--- config.mk ---
export PLATFORM = sky130hd
export DESIGN_NAME = spi_frame_decoder
export DESIGN_NICKNAME = d
export VERILOG_FILES = /design/src/rtl/spi_frame_pkg.sv /design/src/rtl/spi_crc7.sv /design/src/rtl/spi_frame_decoder.sv
export SDC_FILE = /design/constraint.sdc
export NUM_CORES = 1
export LEC_CHECK = 0
export CAP_MARGIN = 5
export CORE_ASPECT_RATIO = 1.75
export CORE_MARGIN = 4
export CORE_UTILIZATION = 35
export DETAILED_ROUTE_END_ITERATION = 16
export DONT_BUFFER_PORTS = 1
export GPL_ROUTABILITY_DRIVEN = 0
export REMOVE_ABC_BUFFERS = 1
export SLEW_MARGIN = 20
export SYNTH_ARGS = -nofsm -noshare
export SYNTH_HDL_FRONTEND = slang
export SYNTH_SLANG_ARGS = --single-unit
--- constraint.sdc ---
create_clock -name CLK -period 2 [get_ports CLK]
set_input_delay 0.4 -clock CLK [delete_from_list [all_inputs] [get_ports CLK]]
set_output_delay 0.4 -clock CLK [all_outputs]
set_load 0.03 [all_outputs]
--- src/rtl/spi_frame_pkg.sv ---
// rtl/spi_frame_pkg.sv - shared types, constants and CRC7 byte step for the SPI frame decoder
package spi_frame_pkg;

    typedef enum logic [1:0] {
        IDLE = 2'd0,
        ARG  = 2'd1,
        CRC  = 2'd2
    } FrameState;

    localparam int          FRAME_LEN     = 6;
    localparam int          ARG_BYTES     = FRAME_LEN - 2;
    localparam logic [1:0]  START_PATTERN = 2'b01;
    localparam logic [6:0]  CRC7_POLY     = 7'h09;

    // Bit-serial CRC7 over one byte, MSB first, unrolled into a single cycle.
    function automatic logic [6:0] crc7Byte(input logic [6:0] crcIn, input logic [7:0] data);
        logic [6:0] c;
        logic       fb;
        c = crcIn;
        for (int i = 7; i >= 0; i--) begin
            fb = c[6] ^ data[i];
            c  = {c[5:0], 1'b0};
            if (fb) c = c ^ CRC7_POLY;
        end
        return c;
    endfunction

endpackage

--- src/rtl/spi_crc7.sv ---
// rtl/spi_crc7.sv - byte-wide CRC7 accumulator with clear
module spi_crc7
    import spi_frame_pkg::*;
(
    input  logic       CLK,
    input  logic       RST,
    input  logic       clear,
    input  logic       update,
    input  logic [7:0] data,
    output logic [6:0] crc
);

    // A clear coinciding with an update restarts the sum from that byte.
    always_ff @(posedge CLK) begin
        if (RST) begin
            crc <= '0;
        end else if (update) begin
            crc <= crc7Byte(clear ? 7'h00 : crc, data);
        end else if (clear) begin
            crc <= '0;
        end
    end

endmodule

--- src/rtl/spi_frame_decoder.sv ---
// rtl/spi_frame_decoder.sv - 6-byte SPI command frame decoder; CRC check under SPI_FRAME_CRC7_EN
module spi_frame_decoder
    import spi_frame_pkg::*;
(
    input  logic        CLK,
    input  logic        RST,
    input  logic        CS,
    input  logic [7:0]  Buffer,
    input  logic        Changed,
    output logic [5:0]  CmdIndex,
    output logic [31:0] CmdArg,
    output logic        CmdValid,
    output logic        CmdError,
    output logic        Abort,
    output logic        Busy
);

    localparam logic [1:0] LAST_ARG = 2'(ARG_BYTES - 1);

    FrameState   state, stateNext;
    logic [1:0]  argCount, argCountNext;
    logic [5:0]  indexAcc, indexAccNext;
    logic [31:0] argAcc, argAccNext;
    logic        validNext, abortNext;
    logic        crcOk;
    logic        take;

    assign take = Changed && !CS;
    assign Busy = (state != IDLE);

`ifdef SPI_FRAME_CRC7_EN
    logic [6:0] crcValue;
    logic       errorNext;
    logic       crcUpdate;

    assign crcUpdate = take && ((state == IDLE && Buffer[7:6] == START_PATTERN) || state == ARG);

    spi_crc7 crcUnit (
        .CLK    (CLK),
        .RST    (RST),
        .clear  (state == IDLE),
        .update (crcUpdate),
        .data   (Buffer),
        .crc    (crcValue)
    );

    assign crcOk = (crcValue == Buffer[7:1]) && Buffer[0];
`else
    assign crcOk    = 1'b1;
    assign CmdError = 1'b0;
`endif

    always_comb begin
        stateNext    = state;
        argCountNext = argCount;
        indexAccNext = indexAcc;
        argAccNext   = argAcc;
        validNext    = 1'b0;
        abortNext    = 1'b0;
`ifdef SPI_FRAME_CRC7_EN
        errorNext    = 1'b0;
`endif
        case (state)
            IDLE: begin
                if (take && Buffer[7:6] == START_PATTERN) begin
                    stateNext    = ARG;
                    argCountNext = 2'd0;
                    indexAccNext = Buffer[5:0];
                end
            end
            ARG: begin
                if (CS) begin
                    stateNext = IDLE;
                    abortNext = 1'b1;
                end else if (Changed) begin
                    argAccNext   = {argAcc[23:0], Buffer};
                    argCountNext = argCount + 2'd1;
                    if (argCount == LAST_ARG) stateNext = CRC;
                end
            end
            CRC: begin
                if (CS) begin
                    stateNext = IDLE;
                    abortNext = 1'b1;
                end else if (Changed) begin
                    stateNext = IDLE;
                    if (crcOk) validNext = 1'b1;
`ifdef SPI_FRAME_CRC7_EN
                    else errorNext = 1'b1;
`endif
                end
            end
            default: stateNext = IDLE;
        endcase
    end

    always_ff @(posedge CLK) begin
        if (RST) begin
            state    <= IDLE;
            argCount <= '0;
            indexAcc <= '0;
            argAcc   <= '0;
            CmdIndex <= '0;
            CmdArg   <= '0;
            CmdValid <= 1'b0;
            Abort    <= 1'b0;
`ifdef SPI_FRAME_CRC7_EN
            CmdError <= 1'b0;
`endif
        end else begin
            state    <= stateNext;
            argCount <= argCountNext;
            indexAcc <= indexAccNext;
            argAcc   <= argAccNext;
            CmdValid <= validNext;
            Abort    <= abortNext;
`ifdef SPI_FRAME_CRC7_EN
            CmdError <= errorNext;
`endif
            // Published fields move only on an accepted frame.
            if (validNext) begin
                CmdIndex <= indexAcc;
                CmdArg   <= argAcc;
            end
        end
    end

endmodule

==> results.tsv <==
metric	value	unit
multiInputGateArea	1280	um2
drive_above_1_share	7.67	%
status	completed	
synthTopCellsByArea	dfxtp_1 53%, nand2_1 17%, a21oi_1 13%	
skew	0.00577	ns
grt_pass1_vias	2309	
finalSetupViolCount	0	
cts_tree	yes	
cp.required	1.60	ns
cp_cell_sequence	inv_1 > ha_2 > inv_1	
drv_slew	0	
syn_area_per_cell	8.12	um2
grtUsageTotal	14.0	%
antenna_found_initial	0	
initialDrtViolationCount	123	
whs	0.152	ns
grt_pass1_wl	11500	um
place_hpwl	4550	um
cts_buffers	9	
power_leakage	0.00112	uW
dp.cells	479	
ctsHoldBuffers	0	
async_flop_share	0	%
critical_path_buf_inv_count	2	
start_kind	flop	
nFillCells	930	
seq_area_frac_synth	52.5	%
comb_power_share	1.5	%
num_vias	2396	
n_antenna_cell	0	
clkPwrFrac	50.7	%
maxCapViolCount	0	
area_growth	10.8	%
num_rows	45	
p_sw_share	19.1	%
final_cell_count_no_fill	495	
routed_wl	6960	um
slowest_stage	inv_1	
fin_crit_sh	93.3	%
clock-sinks	82	
fp.coreArea	8670	um2
synth_seq_cells	82	
worstSetupPathType	flop to primary output	
portBuffers	0	
seqPwrFrac	47.8	%
synth_common_cells	141 x nand2_1, 82 x dfxtp_1, 80 x a21oi_1	
fmax	536	MHz
critical-path-top-delay-family	buffers and inverters	
rsz0062_at_grt	false	
routed_via_density	4.84	
grt-ovfl-total	0	
ant_nets	0	
total_power	3430	uW
crit_path_max_fanout	12	
clockBufferDepth	2	
clockRootBuffer	clkbuf_16	
die_area	10600	um2
drc	0	
clk_latency	0.33	ns
worstHoldPathType	primary input to flop	
period_needed	1.87	ns
die_x	79.4	um
synth-edff-count	0	
cts_resized	0	
dieHeight	133	um
wl_per_cell	14.1	um
p_int	2780	uW
ir_drop	412	uV
regArea	1640	um2
cp.arrival	1.47	ns
clkTransAtPathRegs	0.06	ns
grt_max_degree	87	
ys_types	29	
synth_top_area_share	52.5	%
power.density	992	nW/um2
ioPinCount	54	
ys_warn_count	0	
cts_setup_buffers	0	
syn_inst	385	
synth.most_common_cell	nand2_1	
hold_viol	0	
drt-pass1-iter-count	5	
cp_slowest_stage_delay	0.39	ns
synth.largest_area_cell	dfxtp_1	
htree_levels	3	
ys.flop_type	dfxtp_1	
crit_top_cell	inv_1	
final_nets	390	
setup-tns-final	0	ns
power.switching	654	uW
initial_core_util	36.0	%
end_kind	primary output	
syn_area	3130	um2
[logic make-up after synthesis]
logic type	after synthesis	synth area share [%]
simple gates	166	22.1
compound gates	93	16.0
flops	82	52.5
buf+inv	36	6.65
fa+ha+maj	5	2.00
mux	2	0.641
other cells	1	0.120
[power by group through the flow]
stage	Clock (uW)	Combinational [uW]	Sequential [uW]
after CTS	1800	49.3	1640
final	1740	50.2	1640
after detailed placement	0	49.2	1680
after global routing	1860	55.5	1640
after global placement	0	46.6	1680
after floorplan	0	38.2	1680
[through the flow]
step / setup WS, ns / cell area [um2] / utilization, %
after detailed placement: 0.315 / 3140 / 36.2
after global placement: 0.429 / 3140 / 36.2
after CTS: 0.00961 / 3460 / 39.9
after floorplan: 0.330 / 2940 / -
after global routing: 0.0409 / 3460 / 39.9
final: 0.133 / 3460 / 39.9
[area by class of cell]
class	count	area share [%]
clock inverters	5	2.24
inverters	6	0.651
flip-flops and latches	82	47.4
repair buffers	7	1.52
clock buffers	11	7.01
multi-input cells	267	36.9
well taps	117	4.23
[routing by layer]
layer | share of wire [%] | GRT usage [%] | vias up | wire (um)
li1 | - | - | 1231 | -
met1 | 42 | 15.8 | 1096 | 2900
met2 | 51 | 23.3 | 51 | 3550
met3 | 3.9 | 2.79 | 18 | 274
met4 | 3.4 | 9.56 | 0 | 237
met5 | 0 | 0 | - | 0
[cells in the final DEF, fill, tap and decap left out, drive strengths merged]
cell,synthesis,layout
nand4b,1,1
clkinvlp,0,1
or2,1,1
ha,5,5
clkbuf,9,11
o21ai,8,8
nand3,7,7
and4bb,1,1
o311ai,1,1
or3b,1,1
nor3b,1,1
a221oi,2,2
a21o,1,1
nor2,6,6
dfxtp,82,82
buf,21,7
and3b,2,2
nand2,141,141
nand2b,1,1
inv,6,6
nand3b,2,2
bufinv,0,2
nand4bb,1,1
nor4bb,1,1
a21oi,80,80
clkinv,0,2
conb,1,1
mux2i,2,2
o32ai,1,1
[flip-flops by register name, summed over array words and instances (netlist names)]
name,cells
CmdArg,32
CmdIndex,6
Abort,1
argAcc,32
CmdValid,1
argCount,2
state,2
indexAcc,6
[final timing paths]
kind | from | end | slack (ns) | cells after the start
setup / recovery | state[0]$_SDFFE_PP0P_ | Busy | 0.13 | 3
hold / removal | RST | argAcc[26]$_SDFFE_PP0P_ | 0.15 | 1
setup reg to reg | state[1]$_SDFFE_PP0P_ | state[1]$_SDFFE_PP0P_ | 0.35 | 5
hold reg to reg | argAcc[30]$_SDFFE_PP0P_ | CmdArg[30]$_SDFFE_PP0P_ | 0.45 | 2
Note: power is estimated with default switching activity, not from simulation.
